<file path="src/rtl/seg_interval_timer.sv">
`default_nettype none
// ============================================================================
//  Module   : seg_interval_timer
//  Purpose  : Interval timer with loadable compare/wrap points, periodic or
//             one-shot operation, pacing segment/SPI logic. Falling-edge state.
//  Revision : 1.0 - initial release
// ============================================================================
module seg_interval_timer #(
   parameter int WIDTH       = 13,
   parameter int CMP_DEFAULT = 5000,
   parameter int TOP_DEFAULT = 5264
) (
   input  logic             clk,
   input  logic             rst,
   input  logic             enable,
   input  logic             start,
   input  logic             stop,
   input  logic             mode,
   input  logic             load,
   input  logic [WIDTH-1:0] load_cmp,
   input  logic [WIDTH-1:0] load_top,
   output logic             tiempo,
   output logic             wrap,
   output logic             busy,
   output logic             done,
   output logic             load_err,
   output logic [WIDTH-1:0] count
);

   localparam logic [WIDTH-1:0] c_cmp_rst = WIDTH'(CMP_DEFAULT);
   localparam logic [WIDTH-1:0] c_top_rst = WIDTH'(TOP_DEFAULT);
   localparam logic [WIDTH-1:0] c_zero    = '0;
   localparam logic [WIDTH-1:0] c_one     = WIDTH'(1);

   typedef enum logic [1:0] {
      ST_IDLE = 2'd0,
      ST_RUN  = 2'd1,
      ST_DONE = 2'd2
   } state_t;

   state_t           r_state,    w_state_nxt;
   logic [WIDTH-1:0] r_count,    w_count_nxt;
   logic [WIDTH-1:0] r_cmp,      w_cmp_nxt;
   logic [WIDTH-1:0] r_top,      w_top_nxt;
   logic             r_mode,     w_mode_nxt;
   logic             r_tiempo,   w_tiempo_nxt;
   logic             r_wrap,     w_wrap_nxt;
   logic             r_load_err, w_load_err_nxt;

   always_ff @(negedge clk or posedge rst) begin
      if (rst) begin
         r_state    <= ST_IDLE;
         r_count    <= c_zero;
         r_cmp      <= c_cmp_rst;
         r_top      <= c_top_rst;
         r_mode     <= 1'b0;
         r_tiempo   <= 1'b0;
         r_wrap     <= 1'b0;
         r_load_err <= 1'b0;
      end else begin
         r_state    <= w_state_nxt;
         r_count    <= w_count_nxt;
         r_cmp      <= w_cmp_nxt;
         r_top      <= w_top_nxt;
         r_mode     <= w_mode_nxt;
         r_tiempo   <= w_tiempo_nxt;
         r_wrap     <= w_wrap_nxt;
         r_load_err <= w_load_err_nxt;
      end
   end

   // Priority stop > start > load; pulses default low every edge.
   always_comb begin
      w_state_nxt    = r_state;
      w_count_nxt    = r_count;
      w_cmp_nxt      = r_cmp;
      w_top_nxt      = r_top;
      w_mode_nxt     = r_mode;
      w_tiempo_nxt   = 1'b0;
      w_wrap_nxt     = 1'b0;
      w_load_err_nxt = 1'b0;

      if (stop) begin
         w_state_nxt = ST_IDLE;
         w_count_nxt = c_zero;
      end else if (start) begin
         // A load alongside start from IDLE/DONE governs the new run.
         if (load && (r_state != ST_RUN)) begin
            w_cmp_nxt = load_cmp;
            w_top_nxt = load_top;
         end
         w_state_nxt = ST_RUN;
         w_count_nxt = c_zero;
         w_mode_nxt  = mode;
      end else begin
         if (load) begin
            if (r_state == ST_RUN) begin
               w_load_err_nxt = 1'b1;
            end else begin
               w_cmp_nxt = load_cmp;
               w_top_nxt = load_top;
            end
         end

         if ((r_state == ST_RUN) && enable) begin
            if (r_count == r_top) begin
               w_count_nxt = c_zero;
               w_wrap_nxt  = 1'b1;
               if (r_mode) begin
                  w_state_nxt = ST_DONE;
               end
            end else begin
               w_count_nxt = r_count + c_one;
            end
            // Independent of the wrap check so cmp == top fires both.
            if (r_count == r_cmp) begin
               w_tiempo_nxt = 1'b1;
            end
         end
      end
   end

   assign tiempo   = r_tiempo;
   assign wrap     = r_wrap;
   assign busy     = (r_state == ST_RUN);
   assign done     = (r_state == ST_DONE);
   assign load_err = r_load_err;
   assign count    = r_count;

endmodule
`default_nettype wire

</file>
<file path="config.mk">
export PLATFORM = sky130hd
export DESIGN_NAME = seg_interval_timer
export DESIGN_NICKNAME = d
export VERILOG_FILES = /design/src/rtl/seg_interval_timer.sv
export SDC_FILE = /design/constraint.sdc
export NUM_CORES = 1
export LEC_CHECK = 0
export CAP_MARGIN = 20
export CORE_UTILIZATION = 25
export DETAILED_ROUTE_END_ITERATION = 8
export GPL_TIMING_DRIVEN = 0
export PLACE_DENSITY_LB_ADDON = 0.3
export SETUP_SLACK_MARGIN = 0.1
export SLEW_MARGIN = 20
export SYNTH_ARGS = -nofsm -noshare
export SYNTH_HDL_FRONTEND = slang
export SYNTH_SLANG_ARGS = --single-unit
export TNS_END_PERCENT = 30
</file>
<file path="constraint.sdc">
create_clock -name clk -period 3.6 [get_ports clk]
set_input_delay 0.72 -clock clk [delete_from_list [all_inputs] [get_ports clk]]
set_output_delay 0.72 -clock clk [all_outputs]
set_load 0.01 [all_outputs]
</file>
==> results_dict.tcl <==
set metrics [dict create \
    outcome "complete, no violations" \
    worst_slack_ps 50.8 \
    ys_types 36 \
    drtPass1Iterations 4 \
    postSynthAreaPerCell_um2 11.6 \
    synth_edf_count 0 \
    syn_nets 224 \
    globalRouteMet3Util_pct 3.71 \
    peakVddDrop_uv 157 \
    cts.hold.buffers_added 0 \
    crit_buf_inv 2 \
    die_w_um 96.0 \
    grt_pass1_vias 1782 \
    cts-root-buf "clkbuf_8" \
    ys.flop_type "dfrtn_1" \
    busiest_layer "met2" \
    drv_cap 0 \
    setup_tns_ps 0 \
    htree_levels 2 \
    worstPathArrival_ps 2830 \
    syn2layout_area_growth_pct 46.4 \
    cts_tree "yes" \
    cts.clk_slew.worst_paths_ps 60 \
    yosysTopAreaCell "dfrtn_1" \
    grt.total_usage_pct 13.6 \
    vias 1676 \
    worst_pin_slew_ps 409 \
    crit_type "flop to output pin" \
    cp_cell_sequence "buf_4 -> nor2b_1 -> buf_2" \
    drc 0 \
    die-area_um2 9210 \
    clock_path_buffers 2 \
    fillCellCount 837 \
    cts.sinks 45 \
    skew_ps 59.7 \
    ys_seq_area_share_pct 51.5 \
    worst_ep_required_time_ps 2880 \
    multi_input_area_um2 1080 \
    drt_iter0_markers 47 \
    synth_area_leaders "dfrtn_1 (41%), mux2_2 (13%), dfstp_2 (11%), xnor2_1 (8.7%), xor2_1 (5.2%)" \
    place_worst_setup_slack_ps -778 \
    min_path_type "flop to flop" \
    ys_ff_latch 45 \
    grt_max_degree 31 \
    p_per_area_nw_per_um2 387 \
    maxSlewViolCount 0 \
    cp-end-kind "output pin" \
    nNetsFinal 312 \
    max_slew_margin_pct 72.7 \
    seq_area_um2 1140 \
    dp_hpwl_um 3910 \
    finalSetupViolCount 0 \
    final_antenna_net_count 0 \
    globalplace.congestion 0.753 \
    finalWirelength_um 5610 \
    ys_warn_count 0 \
    met1_usage_pct 16.8 \
    synthTopCellsByCount "dfrtn_1 (36), mux2_2 (26), xnor2_1 (22), nor2_1 (18), xor2_1 (13)" \
    placeableCoreArea_um2 8380 \
    cts_made_buffers 5 \
    max_stage_delay_ps 360 \
    die_h_um 96.0 \
    drive_gt1_share_pct 35.1 \
    critPathTopFamily "flip-flops" \
    grt_pass1_wl_um 9180 \
    power.leakage_nw 1.40 \
    portBuffers 50 \
    rows 33 \
    final-hold-violation-count 0 \
    clk_latency_ps 360 \
    crit_slowest_cell "dfrtn_1" \
    antenna_found_initial 0 \
    post-synth-top-count-cell "dfrtn_1" \
    startpoint_type "flop" \
    async_flop_share_pct 100 \
    syn_inst 190 \
    antenna_cells 0 \
    cp_max_fo 3 \
    pin_count 51 \
    synth_top_area_share_pct 40.8 \
    routedWlPerCell_um 14.6 \
    netlist_area_um2 2210 \
    grt_overflow_total 0 \
    vias_per_cell 4.36 \
    rsz0062_at_grt "yes" \
    start_util_pct 26.3 \
    gr-usage-met2_pct 22.2 \
]
## path summary, 6_finish.rpt
path                            cells after the start          to  startpoint  slack [ps]
worst max-delay path                                3        done  r_state[0]          50
worst min-delay path                                1   r_top[11]   r_top[11]         480
worst max register to register                      6  r_state[0]   count[11]        1570
worst min register to register                      1   r_top[11]   r_top[11]         480
max in group asynchronous                           3   r_top[10]         rst         580
min in group asynchronous                           2    r_cmp[6]         rst        2400
## through the flow
stage	cell area, um2	power, mW	std cells	hold slack, ps	util [%]
after floorplan	2260	0.781	190	439	-
after global placement	2890	0.855	345	460	34.5
after detailed placement	2910	0.862	346	465	34.7
after CTS	3220	1.26	382	482	38.4
after global routing	3230	1.32	384	496	38.6
final	3230	1.25	384	476	38.6
## where the power goes
part / internal [mW] / switching, mW / total (mW)
combinational: 0.139 / 0.0804 / 0.219
clock: 0.193 / 0.210 / 0.403
sequential: 0.585 / 0.0424 / 0.627
total: 0.917 / 0.333 / 1.25
## cells in the final DEF, fill, tap and decap left out, types with 9 or more instances in the layout
master,netlist,layout
nand2_1,11,11
mux2_2,26,22
nor2_1,18,18
inv_1,6,13
dfrtn_1,36,36
xnor2_1,22,22
clkdlybuf4s50_1,0,28
buf_4,0,19
dfstp_2,9,9
xor2_1,13,13
buf_2,3,11
## logic make-up after synthesis
logic type                 after synthesis  synth area share (%)
xor gates and xnor gates                35                  13.9
buffers and inverters                   12                  2.55
and+or+nand+nor                         60                  14.6
AOI/OAI and AO/OA                       11                  3.63
muxes                                   26                  13.3
DFF                                     45                  51.5
adders and majority gates                1                 0.567
## flip-flops by register name, indices dropped and copies added, names as in the netlist
signal    count
r_state       2
r_mode        1
r_cmp        13
wrap          1
tiempo        1
load_err      1
count        13
r_top        13
## layout make-up
| type | instances | area share [%] |
|---|---|---|
| buffer | 5 | 1.55 |
| clock buffer | 7 | 3.02 |
| clock inverter | 10 | 1.24 |
| inverter | 5 | 0.581 |
| multi-input combinational | 133 | 33.3 |
| sequential | 45 | 35.2 |
| tap | 105 | 4.07 |
| timing repair buffer | 74 | 21.1 |
## metal layers
| layer | share of wire (%) | routed length, um | vias to the layer above |
|---|---|---|---|
| li1 | - | - | 820 |
| met1 | 43 | 2400 | 799 |
| met2 | 48 | 2720 | 45 |
| met3 | 5.9 | 330 | 12 |
| met4 | 2.9 | 161 | 0 |
| met5 | 0 | 0 | - |
## repair_timing
item                       in CTS  in global routing
setup endpoints to repair      54                 19
hold endpoints to repair        0                  0
resized for setup              77                  2
pin swaps                       2                  4
cloned                          1                  0
buffers inserted               19                  3
(Power assumes the default switching activity.)
